**src/rtl/arcade_input_pkg.sv**
```systemverilog
// Shared types and helpers for the arcade input front end: tread encoding,
// tread mode selection and the direction-to-tread mapping.
package arcade_input_pkg;

    typedef struct packed {
        logic l_fw;
        logic l_bk;
        logic r_fw;
        logic r_bk;
    } tread_t;

    typedef enum logic [1:0] {
        TM_DIGITAL = 2'd0,
        TM_ANALOG  = 2'd1,
        TM_OFF     = 2'd2
    } tread_mode_e;

    // Coin counter is sized for the largest 20-bit pulse length.
    localparam int unsigned COIN_PULSE_MAX = 20'hFFFFF;
    localparam int unsigned COIN_W         = $clog2(COIN_PULSE_MAX + 1);

    // udlr = {U, D, L, R}; conflicting or unlisted combinations stop both treads.
    function automatic tread_t dir_to_tread(input logic [3:0] udlr);
        tread_t t;
        case (udlr)
            4'b1000: t = tread_t'(4'b1010);
            4'b0100: t = tread_t'(4'b0101);
            4'b0010: t = tread_t'(4'b0110);
            4'b0001: t = tread_t'(4'b1001);
            4'b1010: t = tread_t'(4'b0010);
            4'b1001: t = tread_t'(4'b1000);
            4'b0101: t = tread_t'(4'b0100);
            4'b0110: t = tread_t'(4'b0001);
            default: t = tread_t'(4'b0000);
        endcase
        return t;
    endfunction

endpackage

```
**src/rtl/arcade_input_ctrl_axis_hyst.sv**
```systemverilog
// One signed analog axis to registered {neg, pos} engaged flags with
// separate engage/release thresholds.
module axis_hyst #(
    parameter logic [7:0] ANA_ON  = 8'd48,
    parameter logic [7:0] ANA_OFF = 8'd32
) (
    input  logic              clk_sys,
    input  logic              reset_n,
    input  logic              clear,
    input  logic signed [7:0] axis,
    output logic              neg,
    output logic              pos
);

    logic [7:0] mag;

    // -128 has no positive 8-bit counterpart, so it saturates to 127.
    assign mag = (axis == 8'sh80) ? 8'd127 :
                 axis[7]          ? 8'($unsigned(-axis)) : $unsigned(axis);

    // NOTE: sequential state uses non-blocking assignments so every flop samples pre-edge values.
    always_ff @(posedge clk_sys or negedge reset_n) begin
        if (!reset_n) begin
            neg <= 1'b0;
            pos <= 1'b0;
        end else if (clear) begin
            neg <= 1'b0;
            pos <= 1'b0;
        end else begin
            if (axis[7] && mag >= ANA_ON)       neg <= 1'b1;
            else if (mag < ANA_OFF)             neg <= 1'b0;
            if (!axis[7] && mag >= ANA_ON)      pos <= 1'b1;
            else if (mag < ANA_OFF)             pos <= 1'b0;
        end
    end

endmodule

```
**src/rtl/arcade_input_ctrl.sv**
```systemverilog
// Input/config front end: per-player stick-to-tread mapping, coin stretching,
// and DIP / mod capture from the ioctl download stream.
module arcade_input_ctrl
    import arcade_input_pkg::*;
#(
    parameter int          NUM_PLAYERS = 2,
    parameter int          DSW_BYTES   = 8,
    parameter logic [7:0]  DSW_INDEX   = 8'd254,
    parameter logic [7:0]  MOD_INDEX   = 8'd1,
    parameter logic [7:0]  DSW_DEFAULT = 8'h00,
    parameter logic [19:0] COIN_PULSE  = 20'd1000000,
    parameter logic [7:0]  ANA_ON      = 8'd48,
    parameter logic [7:0]  ANA_OFF     = 8'd32
) (
    input  logic                     clk_sys,
    input  logic                     reset_n,
    input  logic                     ioctl_wr,
    input  logic [7:0]               ioctl_index,
    input  logic [24:0]              ioctl_addr,
    input  logic [7:0]               ioctl_dout,
    input  logic [1:0]               tread_mode,
    input  logic [16*NUM_PLAYERS-1:0] joy,
    input  logic [16*NUM_PLAYERS-1:0] joya,
    output logic [4*NUM_PLAYERS-1:0] tread_o,
    output logic [NUM_PLAYERS-1:0]   fire_o,
    output logic [NUM_PLAYERS-1:0]   start_o,
    output logic [NUM_PLAYERS-1:0]   coin_o,
    output logic [8*DSW_BYTES-1:0]   dsw_o,
    output logic                     dsw_valid,
    output logic [7:0]               mod_o
);

    tread_mode_e mode;
    logic        hyst_clear;

    assign mode = tread_mode_e'(tread_mode);
    // Flags only run while analog mode is held, so any mode change starts them from zero.
    assign hyst_clear = (mode != TM_ANALOG);

    for (genvar p = 0; p < NUM_PLAYERS; p++) begin : g_player
        logic [15:0]       pj;
        logic              x_neg, x_pos, y_neg, y_pos;
        logic [3:0]        udlr;
        tread_t            tread_q;
        logic              fire_q, start_q, coin_prev;
        logic [COIN_W-1:0] coin_cnt;
        logic              unused_bits;

        assign pj          = joy[16*p +: 16];
        assign unused_bits = ^{pj[6], pj[15:8]};

        axis_hyst #(.ANA_ON(ANA_ON), .ANA_OFF(ANA_OFF)) u_x (
            .clk_sys (clk_sys),
            .reset_n (reset_n),
            .clear   (hyst_clear),
            .axis    (joya[16*p +: 8]),
            .neg     (x_neg),
            .pos     (x_pos)
        );

        axis_hyst #(.ANA_ON(ANA_ON), .ANA_OFF(ANA_OFF)) u_y (
            .clk_sys (clk_sys),
            .reset_n (reset_n),
            .clear   (hyst_clear),
            .axis    (joya[16*p+8 +: 8]),
            .neg     (y_neg),
            .pos     (y_pos)
        );

        // NOTE: assigning a default first keeps this block combinational; no latch is inferred.
        always_comb begin
            udlr = 4'b0000;
            case (mode)
                TM_DIGITAL: udlr = pj[3:0];
                TM_ANALOG:  udlr = {y_neg, y_pos, x_neg, x_pos};
                default:    udlr = 4'b0000;
            endcase
        end

        always_ff @(posedge clk_sys or negedge reset_n) begin
            if (!reset_n) begin
                tread_q   <= '0;
                fire_q    <= 1'b0;
                start_q   <= 1'b0;
                coin_prev <= 1'b0;
                coin_cnt  <= '0;
            end else begin
                tread_q   <= dir_to_tread(udlr);
                fire_q    <= pj[4];
                start_q   <= pj[5];
                coin_prev <= pj[7];
                // A running pulse swallows further edges; no retrigger, no queueing.
                if (coin_cnt != '0)
                    coin_cnt <= coin_cnt - COIN_W'(1);
                else if (pj[7] && !coin_prev)
                    coin_cnt <= COIN_W'(COIN_PULSE);
            end
        end

        assign tread_o[4*p +: 4] = tread_q;
        assign fire_o[p]         = fire_q;
        assign start_o[p]        = start_q;
        assign coin_o[p]         = (coin_cnt != '0);
    end

    logic [7:0] dsw_q [DSW_BYTES];
    logic       dsw_wr;
    logic       mod_wr;

    assign dsw_wr = ioctl_wr && (ioctl_index == DSW_INDEX);
    assign mod_wr = ioctl_wr && (ioctl_index == MOD_INDEX);

    always_ff @(posedge clk_sys or negedge reset_n) begin
        if (!reset_n) begin
            // NOTE: the DIP bank is reset on purpose so a partial download never survives reset.
            for (int k = 0; k < DSW_BYTES; k++)
                dsw_q[k] <= DSW_DEFAULT;
            dsw_valid <= 1'b0;
            mod_o     <= 8'hFF;
        end else begin
            if (dsw_wr) begin
                for (int k = 0; k < DSW_BYTES; k++)
                    if (ioctl_addr == 25'(k))
                        dsw_q[k] <= ioctl_dout;
                if (ioctl_addr == 25'(DSW_BYTES - 1))
                    dsw_valid <= 1'b1;
            end
            if (mod_wr)
                mod_o <= ioctl_dout;
        end
    end

    for (genvar k = 0; k < DSW_BYTES; k++) begin : g_dsw
        assign dsw_o[8*k +: 8] = dsw_q[k];
    end

endmodule
```
**config.mk**
```make
export PLATFORM = sky130hd
export DESIGN_NAME = arcade_input_ctrl
export DESIGN_NICKNAME = d
export VERILOG_FILES = /design/src/rtl/arcade_input_pkg.sv /design/src/rtl/arcade_input_ctrl_axis_hyst.sv /design/src/rtl/arcade_input_ctrl.sv
export SDC_FILE = /design/constraint.sdc
export NUM_CORES = 1
export LEC_CHECK = 0
export CORE_MARGIN = 1.5
export CORE_UTILIZATION = 25
export CTS_BUF_LIST = sky130_fd_sc_hd__clkbuf_4 sky130_fd_sc_hd__clkbuf_8
export CTS_CLUSTER_DIAMETER = 40
export DETAILED_ROUTE_END_ITERATION = 10
export PLACE_DENSITY = 0.44
export SLEW_MARGIN = 20
export SYNTH_ARGS = -nofsm -noshare
export SYNTH_HDL_FRONTEND = slang
export SYNTH_SLANG_ARGS = --single-unit
export TNS_END_PERCENT = 20
```
**constraint.sdc**
```tcl
create_clock -name clk_sys -period 4.1 [get_ports clk_sys]
set_clock_uncertainty 0.1 [all_clocks]
set_input_delay 0.41 -clock clk_sys [delete_from_list [all_inputs] [get_ports clk_sys]]
set_output_delay 0.41 -clock clk_sys [all_outputs]
set_load 0.01 [all_outputs]
```
Word-level counts from Yosys, hierarchy flattened

Memory sizes are Yosys's and may differ from the RTL's. A register that Yosys moved wholly into a read port is not among the register bits.
Index checks and enable logic that the tools add are counted.

Register bits: 127
Latch bits: 0
Bits in writable memories: 0
Bits in read-only memories: 128
Bits of input ports: 110
Output and inout port bits: 87
Word-level logic and storage cells: 133
Memories: 2

Add/subtract/negate cells: 6
Multipliers: 0
Div/mod/pow operators: 0
$lt $le $gt $ge: 8
Equal/unequal tests: 15
Shifts and indexed selects: 0
Muxes and demuxes: 34
Bitwise gates (word level): 0
Reduce and logical (&&, ||, !) cells: 42

Memory list:

| memory           | words | width | rd ports | clocked after Yosys merged registers in | write ports | line                   | RTL |
|---|---|---|---|---|---|---|---|
| (name not given) | 16    | 4     | 1        | 1                                       | 0           | arcade_input_pkg.sv:25 | `case (udlr)` |
| (name not given) | 16    | 4     | 1        | 1                                       | 0           | arcade_input_pkg.sv:25 |  |

Operator list:

| kind                                                              | count |
|---|---|
| equality test 25 x 3 -> 1 bit, second input constant              | 4 |
| 2-to-1 mux 20 bit                                                 | 4 |
| 2-to-1 mux 8 bit                                                  | 8 |
| equality test 25 x 2 -> 1 bit, second input constant              | 2 |
| equality test 8 bit, second input constant                        | 5 |
| nonzero test 20 bit                                               | 2 |
| subtractor 20 x 1 -> 20 bit, second input constant                | 2 |
| greater-or-equal comparator 8 x 6 -> 1 bit, second input constant | 4 |
| < comparator 8 x 6 -> 1 bit, second input constant                | 4 |
| negation 8 bit                                                    | 4 |
| equality test 25 x 1 -> 1 bit, second input constant              | 1 |
| logical NOT 25 bit                                                | 1 |
| nonzero test 3 bit                                                | 8 |
| 2-to-1 mux 1 bit                                                  | 20 |
| case mux 4 bit (2 select lines)                                   | 2 |
| AND reduction 2 bit                                               | 8 |
| logical AND 1 bit                                                 | 12 |
| equality test 8 x 1 -> 1 bit, second input constant               | 1 |
| logical NOT 1 bit                                                 | 8 |
| nonzero test 2 bit                                                | 2 |
| equality test 2 x 1 -> 1 bit, second input constant               | 1 |
| logical NOT 2 bit                                                 | 1 |
| inequality test 2 x 1 -> 1 bit, second input constant             | 1 |

Longest topological paths before layout

Word-level depth: 7
Gate-level depth with buffers: 7
Depth with buffers taken out: 6

Cells and area by module

A second synthesis with hierarchy kept.

Cell total of the unflattened synthesis: 525
Area, all modules: 6233.5 µm²

By module, submodules not included:

| module            | times used | cells an instance | area each (µm²) | seq. area each (µm²) |
|---|---|---|---|---|
| arcade_input_ctrl | 1          | 441               | 5582.9          | 3188.1 |
| axis_hyst         | 4          | 21                | 162.7           | 50.0 |

Worst setup path before layout

Ideal clock, no wire load.

Path kind: register -> output
Start: reg g_player[1].coin_cnt[0]
End: out coin_o[1]
Arrival: 1941 ps
Data required time: 3590 ps
Slack: 1649 ps
Stages on the path, launching flop included: 7
Path buffers: 1
Path through: dfrtp_1 -> inv_1 -> ha_1 -> buf_2 -> or4b_2 -> nor2_1 -> nand4_1

Word-level cells in the longest chain between the ends: 1

RTL lines:

| what                   | line                     | RTL |
|---|---|---|
| from (decl)            | arcade_input_ctrl.sv:46  | `logic [COIN_W-1:0] coin_cnt;` |
| from (signal assigned) | arcade_input_ctrl.sv:94  | `coin_cnt <= coin_cnt - COIN_W'(1);` |
| from (signal assigned) | arcade_input_ctrl.sv:96  | `coin_cnt <= COIN_W'(COIN_PULSE);` |
| nonzero test 20 bit    | arcade_input_ctrl.sv:103 | `assign coin_o[p] = (coin_cnt != '0);` |
| to (decl)              | arcade_input_ctrl.sv:27  | `output logic [NUM_PLAYERS-1:0] coin_o,` |

No other way between the ends.

Worst setup path in the final report

Ends and elaborated chain as after synthesis.

==> impl_metrics.csv <==
group,metric,value,unit
floorplan,fp.dieArea,26230,um2
clock_tree,insertion_delay,0.43,ns
cells_and_area,utilization,36.03,%
cells_and_area,fin_cells,1012,
timing,hold_viol,0,
detailed_routing,via_per_inst,4.601,
yosys,yosys_warnings,0,
detailed_routing,drc,0,
floorplan,die_x,162.0,um
yosys,synth_mux_area_share,17.23,%
floorplan,fp.dieH,162.0,um
yosys,synth_compound_area_share,7.051,%
clock_tree,cts_sinks,135,
setup_path,path_max_fanout,10,
clock_tree,htreeDepth,4,
cells_and_area,layout-drive-gt1-share,21.37,%
yosys,yosysSeqAreaShare,53.63,%
detailed_routing,firstDrtPassIters,4,
place,placed_area,8422,um2
yosys,syn_area,6317,um2
detailed_routing,antenna_left,0,
yosys,synthArstFlopShare,100.0,%
global_routing,grt_pass1_wl,26.42,mm
clock_tree,cts.clk_slew.worst_paths,0.08,ns
timing,worst_hold_slack,0.3072,ns
clock_tree,clockBufferDepth,2,
worst_hold_path,worstHoldPathType,"primary input to flop",
yosys,synthAdderAreaFrac,0.3961,%
timing,worst_pin_slew,0.8690,ns
clock_tree,cts-buffers-inserted,17,
yosys,yosysMostFrequentCell,"dfrtp_1",
detailed_routing,vias,4656,
timing,setup_viol,0,
yosys,synth_top_area_cell,"dfrtp_1",
timing,rsz0062_at_grt,"no",
cells_and_area,antenna_cells,0,
yosys,ys_ff_latch,135,
detailed_routing,drt_iter0_drc,140,
setup_path,setup.worst_path.end_class,"output pin",
setup_path,setup.worst_path.class,"flop to output pin",
cells_and_area,syn_to_final_growth,39.91,%
yosys,synth.distinct_cells,58,
setup_path,cp_data_required_time,3.59,ns
clock_tree,ctsRootBufferMaster,"clkbuf_8",
global_routing,grt_max_degree,94,
yosys,synth_fp_nets,603,
place,place_worst_setup_slack,0.7210,ns
run_status,outcome,"complete, no violations",
global_routing,overflow,0,
yosys,syn_inst,491,
pwr,leakage,3.878,nW
detailed_routing,post_drt_wl_per_cell,16.26,um
yosys,synth_area_leaders,"dfrtp_1, mux2_2, mux2_4",
timing,timing.final.crit_share,90.25,%
timing,max_freq,270.2,MHz
timing,fin_ws,0.3997,ns
floorplan,core_area,24530,um2
floorplan,ios,197,
yosys,synth-xor-area-share,2.911,%
cells_and_area,nets,787,
setup_path,cp-start-kind,"flop",
setup_path,reg2reg_slack,1.51,ns
timing,finalSetupTns,0,ns
yosys,yosysTopAreaCellShare,50.31,%
pwr,ir_worst_vdd,186.8,uV
pwr,p_per_area,309.0,nW/um2
place,dp.cells,979,
global_routing,grt_pass1_vias,4817,
yosys,synth_top_family_by_area,"multiplexers",
detailed_routing,wl,16.45,mm
yosys,synthSimpleGateAreaFrac,16.80,%
yosys,synth_ff_type,"dfrtp_1",
floorplan,initial_core_util,25.75,%
timing,layout_min_cycle_time,3.700,ns
global_routing,grt_usage,12.92,%
setup_path,cp.arrival,3.19,ns
global_routing,antenna_found_initial,0,
timing,relSlewSlack,42.07,%
yosys,synth_edf_count,0,
yosys,syn_area_per_cell,12.87,um2
place,portBuffers,178,
floorplan,fp-row-count,57,
place,gp_congestion,0.7422,
place,dpl.hpwl,12.13,mm
cells_and_area,post-route-cell-area,8838,um2
pwr,power,2.731,mW
job,cap_violations,0,
yosys,yosys-top-cells-count,"dfrtp_1, mux2_2, nor2_1",
clock_tree,cts_tree,"yes",
timing,finalMaxSlewViolations,0,
[area by class of cell]
class	count	area, um2
clock buffers	17	234.0
well taps	324	405.4
inverters	7	26.28
repair buffers	181	1808
flip-flops and latches	135	3388
fillers	2417	15700
multi-input cells	333	2806
clock inverters	15	170.2
[routing by layer]
layer | GRT usage, % | part of all wire [%]
met1 | 17.12 | 48
met2 | 20.50 | 45
met3 | 3.524 | 5.5
met4 | 3.962 | 1.1
met5 | 0 | 0
[final timing paths]
check | from | end | cells past startpoint
min in group asynchronous | reset_n | dsw_o[16] | 2
max in group asynchronous | reset_n | dsw_o[26] | 3
min reg2reg | dsw_valid | dsw_valid | 1
max reg2reg | g_player[1].coin_cnt[0] | g_player[1].coin_cnt[1] | 6
max | g_player[1].coin_cnt[0] | coin_o[1] | 6
min | joy[4] | g_player[0].fire_q | 1
[kinds of logic after synthesis]
family	after synthesis
xor+xnor	21
flops	135
mux	90
compound gates	63
buf+inv	23
fa+ha+maj	2
simple gates	157
[power breakdown]
part	internal [mW]	leakage, nW	switching (mW)	total (mW)
sequential	1.35	1.75	0.00914	1.36
clock	0.555	0.199	0.576	1.13
combinational	0.128	1.93	0.112	0.240
total	2.03	3.88	0.697	2.73
[registers in the layout (all words and copies together), names as in the netlist]
signal	count
g_player.u_y.neg	2
g_player.start_q	2
g_player.u_y.pos	2
dsw_o	64
g_player.coin_cnt	40
g_player.u_x.pos	2
dsw_valid	1
mod_o	8
tread_o	8
g_player.fire_q	2
g_player.u_x.neg	2
g_player.coin_prev	2
[cell usage in the layout (no fill, tap or decap), types with 8 or more instances in the layout]
master	instances
mux2_4	24
nand2_1	13
mux2i_1	12
o21ai_0	9
a21oi_1	15
nor3_1	8
or3_1	9
nor2_1	37
or4_1	14
dfrtp_1	127
mux2_2	54
clkbuf_8	17
clkdlybuf4s50_1	177
xor2_1	12
nand4_1	12
nor4_1	11
xnor2_1	9
dfstp_2	8
[timing repair]
item / in CTS / in global routing
hold buffers: 1 / 0
setup endpoints to repair: 0 / 1
buffers inserted: 0 / 0
gates resized for setup: 0 / 1
endpoints found under the hold margin: 60 / 0
[critical path, stage by stage (launching register included)]
cell and delay [ns]:
dfrtp_1 0.44, inv_1 0.08, ha_1 0.41, or4b_2 0.67
nor2_2 0.31, nand4_1 0.26, clkdlybuf4s50_1 0.58
(Power assumes the default switching activity.)
